--- config.mk ---
export PLATFORM = sky130hd
export DESIGN_NAME = hier_path_decoder
export DESIGN_NICKNAME = d
export VERILOG_FILES = /design/src/rtl/hier_path_pkg.sv /design/src/rtl/hier_path_stats.sv /design/src/rtl/hier_path_decoder.sv
export SDC_FILE = /design/constraint.sdc
export NUM_CORES = 1
export LEC_CHECK = 0
export CORE_AREA = 2 2 64 97
export DETAILED_ROUTE_END_ITERATION = 8
export DIE_AREA = 0 0 66 99
export PLACE_DENSITY = 0.87
export SETUP_SLACK_MARGIN = 0.5
export SLEW_MARGIN = 0
export SYNTH_ARGS = -nofsm -noshare
export SYNTH_HDL_FRONTEND = slang
export SYNTH_HIERARCHICAL = 1
export SYNTH_SLANG_ARGS = --single-unit
--- constraint.sdc ---
create_clock -name clk -period 3.4 [get_ports clk]
set_clock_uncertainty 0.15 [all_clocks]
set_input_delay 0.51 -clock clk [delete_from_list [all_inputs] [get_ports clk]]
set_output_delay 0.51 -clock clk [all_outputs]
set_load 0.1 [all_outputs]
--- src/rtl/hier_path_pkg.sv ---
// ============================================================================
// Module   : hier_path_pkg
// Brief    : Shared types and default constants for the hierarchical path
//            decoder (FSM state, default tree shape, result record).
// Revision : 1.0 - initial release
// ============================================================================
`default_nettype none

package hier_path_pkg;

    localparam int HP_DEPTH   = 10;
    localparam int HP_FANOUT  = 5;
    localparam int HP_IDX_W   = 24;
    localparam int HP_DEPTH_W = $clog2(HP_DEPTH + 1);

    typedef enum logic [1:0] {
        ACCUM  = 2'd0,
        DRAIN  = 2'd1,
        OUTPUT = 2'd2
    } hp_state_t;

    typedef struct packed {
        logic [HP_IDX_W-1:0]   index;
        logic [HP_DEPTH_W-1:0] depth;
        logic                  error;
    } hp_result_t;

endpackage

`default_nettype wire

--- src/rtl/hier_path_stats.sv ---
// ============================================================================
// Module   : hier_path_stats
// Brief    : Pair of 16-bit saturating event counters (paths, error paths).
// Revision : 1.0 - initial release
// ============================================================================
`default_nettype none

module hier_path_stats (
    input  logic        clk,
    input  logic        rst,
    input  logic        i_inc_path,
    input  logic        i_inc_error,
    output logic [15:0] o_stat_paths,
    output logic [15:0] o_stat_errors
);

    localparam logic [15:0] c_sat = 16'hFFFF;

    logic [15:0] r_paths;
    logic [15:0] r_errors;

    always_ff @(posedge clk) begin
        if (rst) begin
            r_paths  <= '0;
            r_errors <= '0;
        end else begin
            if (i_inc_path && (r_paths != c_sat)) begin
                r_paths <= r_paths + 16'd1;
            end
            if (i_inc_error && (r_errors != c_sat)) begin
                r_errors <= r_errors + 16'd1;
            end
        end
    end

    assign o_stat_paths  = r_paths;
    assign o_stat_errors = r_errors;

endmodule

`default_nettype wire

--- src/rtl/hier_path_decoder.sv ---
// ============================================================================
// Module   : hier_path_decoder
// Brief    : Converts a root-first stream of child-select digits into a
//            flattened mixed-radix leaf index, depth and error flag.
//            Optional counters: define HIER_PATH_DECODER_STATS_EN.
// Revision : 1.0 - initial release
// ============================================================================
`default_nettype none

module hier_path_decoder
    import hier_path_pkg::*;
#(
    parameter int DEPTH   = HP_DEPTH,
    parameter int FANOUT  = HP_FANOUT,
    parameter int DIGIT_W = 3,
    parameter int IDX_W   = HP_IDX_W
) (
    input  logic                         clk,
    input  logic                         rst,
    input  logic                         s_valid,
    output logic                         s_ready,
    input  logic [DIGIT_W-1:0]           s_digit,
    input  logic                         s_last,
    output logic                         m_valid,
    input  logic                         m_ready,
    output logic [IDX_W-1:0]             m_index,
    output logic [$clog2(DEPTH+1)-1:0]   m_depth,
    output logic                         m_error
`ifdef HIER_PATH_DECODER_STATS_EN
    ,
    output logic [15:0]                  stat_paths,
    output logic [15:0]                  stat_errors
`endif
);

    localparam int CNT_W = $clog2(DEPTH + 1);

    localparam logic [CNT_W-1:0]   c_depth    = CNT_W'(DEPTH);
    localparam logic [IDX_W-1:0]   c_fanout   = IDX_W'(FANOUT);
    localparam logic [DIGIT_W:0]   c_fanout_d = (DIGIT_W + 1)'(FANOUT);

    hp_state_t          r_state;
    hp_state_t          w_state_nxt;
    logic [IDX_W-1:0]   r_acc;
    logic [IDX_W-1:0]   w_acc_nxt;
    logic [CNT_W-1:0]   r_count;
    logic [CNT_W-1:0]   w_count_nxt;
    logic               r_err;
    logic               w_err_nxt;
    logic               r_ready;

    logic               w_beat;
    logic               w_xfer;
    logic               w_digit_bad;
    logic               w_full;
    logic [IDX_W-1:0]   w_digit_ext;
    logic [IDX_W-1:0]   w_mac;

    assign w_beat      = s_valid && r_ready;
    assign w_xfer      = m_valid && m_ready;
    assign w_digit_bad = ({1'b0, s_digit} >= c_fanout_d);
    assign w_full      = (r_count == c_depth);
    // Illegal digits still occupy a level but contribute nothing to the index.
    assign w_digit_ext = w_digit_bad ? '0 : IDX_W'(s_digit);
    assign w_mac       = (r_acc * c_fanout) + w_digit_ext;

    always_comb begin
        w_state_nxt = r_state;
        w_acc_nxt   = r_acc;
        w_count_nxt = r_count;
        w_err_nxt   = r_err;

        case (r_state)
            ACCUM: begin
                if (w_beat) begin
                    if (w_digit_bad) begin
                        w_err_nxt = 1'b1;
                    end
                    if (w_full) begin
                        w_err_nxt = 1'b1;
                        if (!s_last) begin
                            w_state_nxt = DRAIN;
                        end
                    end else begin
                        w_acc_nxt   = w_mac;
                        w_count_nxt = r_count + CNT_W'(1);
                    end
                    if (s_last) begin
                        w_state_nxt = OUTPUT;
                    end
                end
            end

            DRAIN: begin
                if (w_beat && s_last) begin
                    w_state_nxt = OUTPUT;
                end
            end

            OUTPUT: begin
                if (w_xfer) begin
                    w_acc_nxt   = '0;
                    w_count_nxt = '0;
                    w_err_nxt   = 1'b0;
                    w_state_nxt = ACCUM;
                end
            end

            default: begin
                w_state_nxt = ACCUM;
            end
        endcase
    end

    // Ready is registered from the next state, so it drops on entry to
    // OUTPUT and rises only the cycle after the result transfer.
    always_ff @(posedge clk) begin
        if (rst) begin
            r_state <= ACCUM;
            r_acc   <= '0;
            r_count <= '0;
            r_err   <= 1'b0;
            r_ready <= 1'b0;
        end else begin
            r_state <= w_state_nxt;
            r_acc   <= w_acc_nxt;
            r_count <= w_count_nxt;
            r_err   <= w_err_nxt;
            r_ready <= (w_state_nxt != OUTPUT);
        end
    end

    assign s_ready = r_ready;
    assign m_valid = (r_state == OUTPUT);
    assign m_index = (m_valid && !r_err) ? r_acc : '0;
    assign m_depth = m_valid ? r_count : '0;
    assign m_error = m_valid && r_err;

`ifdef HIER_PATH_DECODER_STATS_EN
    hier_path_stats u_stats (
        .clk           (clk),
        .rst           (rst),
        .i_inc_path    (w_xfer),
        .i_inc_error   (w_xfer && m_error),
        .o_stat_paths  (stat_paths),
        .o_stat_errors (stat_errors)
    );
`endif

endmodule

`default_nettype wire

==> results of run 1 <==
## stage by stage
| stage | hold WS [ns] | utilization, % | instance area, sq um | cells | total power, mW |
|---|---|---|---|---|---|
| after detailed placement | 0.327 | 67.3 | 3840 | 479 | 0.491 |
| after global placement | 0.321 | 67.3 | 3840 | 479 | 0.486 |
| after CTS | 0.335 | 74.3 | 4240 | 494 | 0.900 |
| after floorplan | 0.296 | - | 3160 | 376 | 0.456 |
| final | 0.340 | 78.8 | 4490 | 499 | 0.932 |
| after global routing | 0.384 | 78.8 | 4490 | 499 | 0.953 |
## routing by layer
metal	routed length, um	vias up	share of wire (%)
li1	-	1450	-
met1	3790	1529	35
met2	5920	150	55
met3	452	52	4.2
met4	525	0	4.9
met5	0	-	0
## synthesized netlist by cell type, types with 2 or more instances
cell type	instances
a22oi_1	7
nor2_1	32
a31oi_1	5
clkbuf_2	2
xnor2_1	13
a21o_1	12
xor2_1	9
ha_1	68
o21bai_1	4
a21oi_2	2
inv_1	12
and3_1	3
nand2_1	32
o211ai_1	2
o21ai_0	17
o21a_1	4
nand4_1	6
or3_1	3
nor3_1	4
and2_1	30
a21oi_1	29
nand3_1	8
clkbuf_1	9
o21ai_1	2
dfxtp_1	32
nor2b_1	5
## sequential cells by signal, indices dropped and copies added (netlist names)
name,count
r_acc,24
r_err,1
r_count,4
s_ready,1
r_state,2
## worst register-to-register path: cells and delay by family (launching register included)
kind / cells / cell delay [ns]
AOI/OAI and AO/OA: 2 / 0.66
and+or+nand+nor: 4 / 0.68
DFF: 1 / 0.44
adders and majority gates: 3 / 0.96
## logic make-up (layout without fill, tap and decap cells)
| kind of cell | after synthesis | in the layout | synth area share, % |
|---|---|---|---|
| buffers and inverters | 26 | 77 | 3.54 |
| and+or+nand+nor | 128 | 128 | 20.2 |
| xor gates and xnor gates | 22 | 22 | 6.12 |
| AOI/OAI and AO/OA | 99 | 99 | 22.1 |
| DFF | 32 | 32 | 20.3 |
| adders and majority gates | 69 | 69 | 27.7 |
## cell usage in the layout, fill, tap and decap left out, drive strengths merged, types with 3 or more instances in the layout
cell / synthesis / final
nor2: 32 / 32
o21a: 4 / 4
a31oi: 5 / 5
ha: 68 / 68
nor2b: 5 / 5
nand2: 32 / 32
and2: 30 / 30
a211oi: 3 / 3
a21o: 12 / 12
a21oi: 31 / 31
a22oi: 7 / 7
nand3: 8 / 8
o21ai: 20 / 20
nor3: 5 / 5
xor2: 9 / 9
dfxtp: 32 / 32
buf: 3 / 52
or3: 3 / 3
and3: 3 / 3
xnor2: 13 / 13
clkdlybuf4s50: 0 / 5
nand4: 6 / 6
o21bai: 5 / 5
clkbuf: 11 / 7
inv: 12 / 12
## final timing paths
kind	start	depth (start not counted)	endpoint
setup reg to reg	r_acc[11]$_SDFFE_PP0P_	9	r_acc[22]$_SDFFE_PP0P_
setup / recovery	r_acc[11]$_SDFFE_PP0P_	9	r_acc[22]$_SDFFE_PP0P_
hold reg to reg	r_acc[23]$_SDFFE_PP0P_	2	r_acc[23]$_SDFFE_PP0P_
hold / removal	r_acc[23]$_SDFFE_PP0P_	2	r_acc[23]$_SDFFE_PP0P_
## what timing repair did
action | CTS | global route
buffers inserted | 7 | 5
pin swaps | 16 | 23
cloned | 0 | 0
gates resized for setup | 45 | 44
setup endpoints to repair | 16 | 27
## power groups by stage
stage / Combinational [mW] / Sequential (mW) / Clock (mW)
after CTS: 0.105 / 0.387 / 0.408
after global routing: 0.130 / 0.387 / 0.436
after floorplan: 0.0564 / 0.399 / 0
after global placement: 0.0919 / 0.394 / 0
after detailed placement: 0.0963 / 0.395 / 0
final: 0.125 / 0.387 / 0.420
## layout make-up
class                           count  area share [%]
Sequential cell                    32            14.8
Multi-Input combinational cell    318            63.0
Clock inverter                      1           0.669
Inverter                           12            1.00
Timing Repair Buffer               57            16.4
Tap cell                           72            2.01
Clock buffer                        7            2.15
==> qor.yml, run 1 <==
floorplanning:
  pin_count: 39
  coreArea_sq_um: 5700
  die_h_um: 99
  dieArea_sq_um: 6530
  rows: 34
  start_util_pct: 55.2
  die_w_um: 66
timing:
  rsz0062_at_grt: "yes"
  period_needed_ns: 2.94
  setup_violations: 0
  tns_ns: 0
  fin_crit_sh_pct: 86.5
  fmax_ghz: 0.340
  tightest_slew_ns: 1.03
  hold_violations: 0
  slew_violations: 0
  fin_ws_ns: 0.458
  relSlewSlack_pct: 31.1
power_and_ir_drop:
  p_leak_nw: 2.00
  powerDensity_nw_per_um2: 208
  swShare_pct: 26.7
  power_switching_mw: 0.249
  p_seq_share_pct: 41.5
  irDropWorstVdd_mv: 0.229
  p_comb_share_pct: 13.5
  internal_power_mw: 0.683
  clkPwrFrac_pct: 45.0
cells_and_area:
  fin_nets: 503
  syn2layout_area_growth_pct: 42.6
  multi_input_area_sq_um: 2830
  diodes: 0
  ff_latch_area_sq_um: 664
  n_fill_cell: 340
  drive_gt1_share_pct: 30.9
worst_setup_path:
  worstPathMaxFanout: 8
  crit_path_end_kind: "flip-flop"
  worst_setup_path_start_kind: "flip-flop"
  cp_top_family: "adder cells"
  critical_path_required_ns: 3.49
  slowest_delay_ns: 0.44
  path_class: "reg2reg"
  slowest_stage: "dfxtp_1"
  r2r_slack_ns: 0.46
  critPathArrivalTime_ns: 3.03
  path_buf_inv: 0
  path_cells: "ha_1 > ha_1 > ha_2 > and3_1 > and2_1 > a32oi_2 > nand3_1 > a2111o_1 > nand3_1"
logic_synthesis:
  yosysWarnings: 6
  synth_cells: 376
  yosysTopAreaCell: "ha_1"
  synthesis.nets: 453
  synthTopCellsByArea: "ha_1 27%, dfxtp_1 20%, and2_1 6.0%, a21oi_1 4.6%, nand2_1 3.8%"
  netlist_area_sq_um: 3150
  synth_seq_cells: 32
  synth_cell_type_count: 50
  synth_edf_count: 0
  ys_seq_area_share_pct: 20.3
  synth-async-reset-ratio_pct: 0
  netlist.area_leader.share_pct: 27.0
  synth.avg_cell_area_sq_um: 8.37
  synthFlopType: "dfxtp_1"
detailed_routing:
  wl_per_cell_um: 21.4
  wirelength_um: 10700
  dr.pass1.iters: 5
  drtIter0Drc: 184
  viasPerCell: 6.37
  drc: 0
  vias: 3181
  ant_nets: 0
placed_design:
  routabilityCongestion: 0.899
  post-place-ws_ns: -0.239
  io_buffers: 38
  dp_hpwl_um: 6520
clocking:
  cts_num_sinks: 32
  postCtsHoldBufs: 0
  cts_tree: "built"
  h-tree-depth: 2
  insertion_delay_ns: 0.30
  cts_buffers: 5
  cts-root-buf: "clkbuf_8"
  cts_buffer_depth: 2
  clk_pin_slew_ns: 0.07
run:
  max_cap_viol_count: 0
global_routing:
  grt_overflow: 0
  first_global_vias: 3247
  grt-busiest-layer: "met2"
  use_met3_pct: 4.34
  use_met1_pct: 31.9
  grt_max_degree: 18
  grtUsageMet2_pct: 57.7
  antenna_found_initial: 0
  grt_pass1_wl_um: 15600
  grtUsageTotal_pct: 31.0
min_path:
  hold_class: "reg2reg"
outcome:
  outcome: "completed"
Power figures use the tool's default switching activity.
==> run 2, diff against run 1 <==
Settings changed: CORE_AREA 2 2 64 97 to 2 2 63 94, DIE_AREA 0 0 66 99 to 0 0 65 96, PLACE_DENSITY 0.87 to 0.91.
Clock period 3.4 ns to 3.8 ns, I/O delays scaled along.
==> run 2 against run 1 <==
Die area is 4.5% lower. Design area fell by 18%. Cell count shrank 2.8%. Global-route usage shrank 4.9 points. First-iteration DRC count fell by 46%. Core utilization fell by 11 points. Register-to-register slack improved by 0.20 ns. Sequential share of layout area is 2.7 points higher. Non-clock buffer count fell by 12. Worst hold slack improved by 0.0037 ns. Via count is 9.0% lower.
==> qor.yml, run 2 (same netlist as run 1, synthesis figures left out) <==
clocking:
  cts_buffer_depth: 2  # unchanged
  h-tree-depth: 2  # unchanged
  cts_buffers: 5  # unchanged
  insertion_delay_ns: 0.29  # was 0.30 ns
  cts-root-buf: "clkbuf_8"  # unchanged
  cts_tree: "built"  # unchanged
  cts_num_sinks: 32  # unchanged
  clk_pin_slew_ns: 0.07  # about the same
outcome:
  outcome: "completed"  # unchanged
floorplanning:
  dieArea_sq_um: 6240  # was 6530 sq um
  coreArea_sq_um: 5410  # was 5700 sq um
  die_w_um: 65  # was 66 um
  pin_count: 39  # unchanged
  start_util_pct: 58.2  # was 55.2%
  rows: 33  # was 34
  die_h_um: 96  # was 99 um
power_and_ir_drop:
  irDropWorstVdd_mv: 0.162  # was 0.229 mV
  finalPower_mw: 0.767  # was 0.932 mW
  powerDensity_nw_per_um2: 210  # was 208 nW/um^2
  p_leak_nw: 1.92  # was 2.00 nW
worst_setup_path:
  path_class: "in2reg"  # was reg2reg
  slowest_stage: "fa_2"  # was dfxtp_1
  worstPathMaxFanout: 4  # was 8
  critical_path_required_ns: 3.82  # was 3.49 ns
  worst_setup_path_start_kind: "primary input"  # was flip-flop
  path_cells: "clkdlybuf4s15_1 > nor2b_1 > ha_1 > ha_4 > fa_2 > a211oi_2 > o21bai_2 > a211oi_4 > buf_4 > a21oi_2 > a31oi_1 > xor2_1 > o21ai_1"  # was ha_1 > ha_1 > ha_2 > and3_1 > and2_1 > a32oi_2 > nand3_1 > a2111o_1 > nand3_1
  slowest_delay_ns: 0.40  # was 0.44 ns
  crit_path_end_kind: "flip-flop"  # unchanged
  critPathArrivalTime_ns: 3.22  # was 3.03 ns
  cp_top_family: "compound AO/OA/AOI/OAI gates"  # was adder cells
  path_buf_inv: 2  # was 0
cells_and_area:
  post-route-util_pct: 67.7  # was 78.8%
  max_flop_register: "r_acc"  # unchanged
  n_fill_cell: 444  # was 340
  drive_gt1_share_pct: 14.2  # was 30.9%
  layout_common_cells: "67 x ha_1, 37 x buf_4, 32 x nand2_1, 32 x nor2_1, 32 x dfxtp_1"  # was 37 x ha_1, 32 x nand2_1, 30 x and2_1
  diodes: 0  # unchanged
  largest_registers: "r_acc (24), r_count (4), r_state (2)"  # unchanged
  syn2layout_area_growth_pct: 16.3  # was 42.6%
  mostFrequentLayoutCell: "ha_1"  # unchanged
  fin_nets: 491  # was 503
  largest_reg_flops: 24  # unchanged
run:
  max_cap_viol_count: 0  # unchanged
detailed_routing:
  wirelength_um: 7820  # was 10700 um
  drtIter0Drc: 100  # was 184
  viasPerCell: 5.97  # was 6.37
  vias: 2895  # was 3181
  wl_per_cell_um: 16.1  # was 21.4 um
  drc: 0  # unchanged
  dr.pass1.iters: 4  # was 5
  ant_nets: 0  # unchanged
global_routing:
  grt_pass1_wl_um: 12700  # was 15600 um
  first_global_vias: 2833  # was 3247
  grtUsageTotal_pct: 26.1  # was 31.0%
  grt_max_degree: 21  # was 18
  antenna_found_initial: 0  # unchanged
  grt_overflow: 0  # unchanged
placed_design:
  routabilityCongestion: 0.965  # was 0.899
  dp_hpwl_um: 6060  # was 6520 um
  io_buffers: 38  # unchanged
timing:
  relSlewSlack_pct: 33.6  # was 31.1%
  slew_violations: 0  # unchanged
  fin_crit_sh_pct: 84.3
  setup_violations: 0  # unchanged
  tightest_slew_ns: 0.993  # was 1.03 ns
  period_needed_ns: 3.20
  fmax_ghz: 0.312
  hold_violations: 0  # unchanged
  rsz0062_at_grt: "no"  # was yes
min_path:
  hold_class: "reg2reg"  # unchanged
run 2: cell types whose count changed in the layout (fill, tap and decap cells not counted), sizes merged:
cell           previous run  this run
dlygate4sd2               0         1
clkdlybuf4s15             0         1
clkbuf                    7         6
clkinv                    0         1
buf                      52        37
dlymetal6s2s              0         1
run 2: worst register-to-register path: cells and delay by family (launching register included):
family,cells,cell delay [ns]
adder cells (fa/ha/maj),3,0.97
AND/OR/NAND/NOR,2,0.44
flip-flops,1,0.41
AO/OA/AOI/OAI,5,1.08
run 2: metal layers:
metal,part of all wire [%],wire length [um],GRT usage [%]
met5,0,0,0
met4,3.6,278,11.5
met2,55,4320,51.4
met1,39,3030,27.4
met3,2.6,203,2.46
run 2: worst paths after layout:
check,from,to,slack [ns],cells past startpoint
setup reg to reg,r_acc[5]$_SDFFE_PP0P_,r_acc[16]$_SDFFE_PP0P_,0.66,10
setup / recovery,s_digit[1],r_acc[17]$_SDFFE_PP0P_,0.60,13
hold / removal,r_acc[23]$_SDFFE_PP0P_,r_acc[23]$_SDFFE_PP0P_,0.34,2
hold reg to reg,r_acc[23]$_SDFFE_PP0P_,r_acc[23]$_SDFFE_PP0P_,0.34,2
run 2: layout make-up:
class	count	area [sq um]	share of cell area [%]
Clock buffer	6	72.6	1.98
Clock inverter	2	35.0	0.957
Inverter	12	45.0	1.23
Multi-Input combinational cell	318	2420	66.1
Sequential cell	32	641	17.5
Tap cell	70	87.6	2.39
Timing Repair Buffer	45	359	9.81
run 2: power breakdown:
part | leakage (nW) | total (mW) | internal [mW] | switching [mW]
sequential | 0.259 | 0.345 | 0.340 | 0.00531
combinational | 1.61 | 0.0872 | 0.0289 | 0.0583
clock | 0.0552 | 0.335 | 0.195 | 0.140
total | 1.92 | 0.767 | 0.564 | 0.204
run 2: timing repair:
| item | CTS | global route |
|---|---|---|
| gates resized for setup | 5 | 5 |
| buffers inserted | 1 | 1 |
| setup endpoints to repair | 8 | 5 |
| pin swaps | 4 | 14 |
| hold buffers | 0 | 0 |
run 2: per-stage QoR:
step / cell area, sq um / instances / TNS [ns] / setup WS, ns / hold WS (ns)
floorplan: 3150 / 376 / 0 / 0.583 / 0.296
global placement: 3510 / 475 / 0 / 0.113 / 0.317
detailed placement: 3510 / 475 / -0.00976 / -0.00976 / 0.334
CTS: 3640 / 484 / 0 / 0.549 / 0.344
global route: 3660 / 485 / 0 / 0.487 / 0.374
finish: 3660 / 485 / 0 / 0.596 / 0.344
==> run 3, diff against run 2 <==
Settings changed: CORE_AREA 2 2 63 94 to 2 2 68 102, DIE_AREA 0 0 65 96 to 0 0 70 104, PLACE_DENSITY 0.91 to 0.83.
Clock period 3.8 ns to 2.8 ns, I/O delays scaled along.
==> run 3 against run 2 <==
Sequential share of layout area is 4.3 points lower. Non-clock buffer count is 57 higher. Critical path depth stayed put. The flow now finishes with violations (setup timing). Via count is 20% higher. Clock power is 19% higher. Worst setup slack worse by 0.80 ns.
==> qor.yml, run 3 (same netlist as run 1, synthesis figures left out) <==
worst_setup_path:
  critical_path_required_ns: 2.87  # was 3.82 ns
  worst_setup_path_start_kind: "flip-flop"  # was primary input
  worstPathMaxFanout: 3  # was 4
  reg2reg_from: "r_acc[2]$_SDFFE_PP0P_"  # was r_acc[5]$_SDFFE_PP0P_
  crit_path_end_kind: "flip-flop"  # unchanged
  r2r_slack_ns: -0.20  # was 0.66 ns
  rr_endpoint: "r_acc[20]$_SDFFE_PP0P_"  # was r_acc[16]$_SDFFE_PP0P_
  reg2regPathDepth: 13  # was 10
  path_class: "reg2reg"  # was in2reg
  critPathArrivalTime_ns: 3.07  # was 3.22 ns
detailed_routing:
  drc: 0  # unchanged
  dr.pass1.iters: 5  # was 4
  ant_nets: 0  # unchanged
  vias: 3472  # was 2895
  wl_per_cell_um: 21.2  # was 16.1 um
  drtIter0Drc: 321  # was 100
  viasPerCell: 6.34  # was 5.97
  wirelength_um: 11600  # was 7820 um
run:
  max_cap_viol_count: 0  # unchanged
cells_and_area:
  fin_nets: 548  # was 491
  layout_common_cells: "63 x buf_4, 41 x ha_1, 30 x nand2_1"  # was 67 x ha_1, 37 x buf_4, 32 x nand2_1, 32 x nor2_1, 32 x dfxtp_1
  diodes: 0  # unchanged
  fin_cells: 548  # was 485
  max_flop_register: "r_acc"  # unchanged
  largest_registers: "r_acc (24), r_count (4), r_state (2)"  # unchanged
  largest_reg_flops: 24  # unchanged
  syn2layout_area_growth_pct: 58.9  # was 16.3%
  drive_gt1_share_pct: 42.2  # was 14.2%
  design_area_sq_um: 5000  # was 3660 sq um
  post-route-util_pct: 78.2  # was 67.7%
  mostFrequentLayoutCell: "buf_4"  # was ha_1
timing:
  rsz0062_at_grt: "yes"  # was no
  fin_ws_ns: -0.203  # was 0.596 ns
  holdWs_ns: 0.343  # was 0.344 ns
  tightest_slew_ns: 0.470  # was 0.993 ns
  hold_violations: 0  # unchanged
  fin_crit_sh_pct: 107
  period_needed_ns: 3.00
  slew_violations: 0  # unchanged
  fmax_ghz: 0.333
  tns_ns: -0.641  # was 0 ns
  relSlewSlack_pct: 68.5  # was 33.6%
  setup_violations: 9  # was 0
clocking:
  cts-root-buf: "clkbuf_8"  # unchanged
  cts_tree: "built"  # unchanged
  cts_buffers: 5  # unchanged
  clk_pin_slew_ns: 0.08  # was 0.07 ns
  cts_num_sinks: 32  # unchanged
  h-tree-depth: 2  # unchanged
  insertion_delay_ns: 0.30  # was 0.29 ns
  cts_buffer_depth: 2  # unchanged
global_routing:
  grt_pass1_wl_um: 16400  # was 12700 um
  antenna_found_initial: 0  # unchanged
  grt_overflow: 0  # unchanged
  grtUsageTotal_pct: 27.9  # was 26.1%
  first_global_vias: 3456  # was 2833
  grt_max_degree: 16  # was 21
power_and_ir_drop:
  irDropWorstVdd_mv: 0.181  # was 0.162 mV
  p_leak_nw: 2.27  # was 1.92 nW
  clkPwrFrac_pct: 38.2  # was 43.6%
  internal_power_mw: 0.730  # was 0.564 mW
  p_seq_share_pct: 45.1  # was 45.0%
  finalPower_mw: 1.05  # was 0.767 mW
  p_comb_share_pct: 16.7  # was 11.4%
  power_switching_mw: 0.316  # was 0.204 mW
  swShare_pct: 30.2  # was 26.5%
  powerDensity_nw_per_um2: 209  # was 210 nW/um^2
floorplanning:
  die_h_um: 104  # was 96 um
  pin_count: 39  # unchanged
  die_w_um: 70  # was 65 um
  dieArea_sq_um: 7280  # was 6240 sq um
  rows: 36  # was 33
  start_util_pct: 49.2  # was 58.2%
  coreArea_sq_um: 6400  # was 5410 sq um
placed_design:
  placed_cell_area_sq_um: 4180  # was 3510 sq um
  io_buffers: 38  # unchanged
  routabilityCongestion: 1.01  # was 0.965
  placed_cells: 522  # was 475
  dp_hpwl_um: 6730  # was 6060 um
  post-place-ws_ns: -0.700  # was -0.00976 ns
min_path:
  hold_class: "reg2reg"  # unchanged
  holdPathStages: 2  # unchanged
  whs_endpoint: "r_acc[18]$_SDFFE_PP0P_"  # was r_acc[23]$_SDFFE_PP0P_
  hp-start: "r_acc[18]$_SDFFE_PP0P_"  # was r_acc[23]$_SDFFE_PP0P_
outcome:
  failed_checks: "setup timing"
  outcome: "finished, violations left"  # was completed
run 3: how the worst max path moves through the flow:
stage | from | endpoint | slack (ns)
5_1_grt | r_acc[2]$_SDFFE_PP0P_ | r_acc[20]$_SDFFE_PP0P_ | -0.22
6_report | r_acc[2]$_SDFFE_PP0P_ | r_acc[20]$_SDFFE_PP0P_ | -0.20
4_1_cts | r_acc[2]$_SDFFE_PP0P_ | r_acc[16]$_SDFFE_PP0P_ | 0.01
2_1_floorplan | s_digit[1] | r_acc[23]$_SDFFE_PP0P_ | -0.05
3_3_place_gp | s_digit[2] | r_acc[23]$_SDFFE_PP0P_ | -0.62
3_5_place_dp | s_digit[2] | r_acc[17]$_SDFFE_PP0P_ | -0.70
run 3: critical path, cell delays in order, from the launching register on:
cell and delay, ns:
dfxtp_2 0.35, buf_6 0.12, ha_4 0.26, ha_4 0.19
ha_4 0.28, buf_4 0.14, nand4_1 0.15, a21oi_2 0.28
o311ai_2 0.17, buf_4 0.17, buf_6 0.10, and2_4 0.15
o311a_1 0.32, o21ai_1 0.10
run 3: cell type report:
class / instances / area [sq um]
Clock inverter: 2 / 10.0
Fill cell: 357 / 1390
Sequential cell: 32 / 658
Tap cell: 76 / 95.1
Clock buffer: 6 / 82.6
Multi-Input combinational cell: 318 / 3000
Timing Repair Buffer: 102 / 1110
Inverter: 12 / 48.8
run 3: repair_timing:
| action | 4_1_cts | 5_1_grt |
|---|---|---|
| gates resized for setup | 64 | 55 |
| pin swaps | 39 | 33 |
| endpoints found under the hold margin | 0 | 0 |
| endpoints found under the setup margin | 32 | 44 |
| buffers inserted | 9 | 9 |
| hold buffers | 0 | 0 |
| gates cloned | 0 | 0 |
run 3: routing by layer:
metal  share of wire, %  vias up  GRT usage (%)  routed length [um]
met2                 53      219           52.3                6170
met1                 34     1634           29.0                3890
met3                6.1       81           3.29                 705
met4                7.2        0           16.1                 831
met5                  0        -              0                   0
li1                   -     1538              -                   -
run 3: power by group through the flow:
stage | clock network [mW] | logic [mW] | registers [mW]
4_1_cts | 0.388 | 0.146 | 0.470
5_1_grt | 0.408 | 0.183 | 0.472
6_report | 0.399 | 0.175 | 0.471
2_1_floorplan | 0 | 0.0713 | 0.485
3_5_place_dp | 0 | 0.131 | 0.479
3_3_place_gp | 0 | 0.129 | 0.478
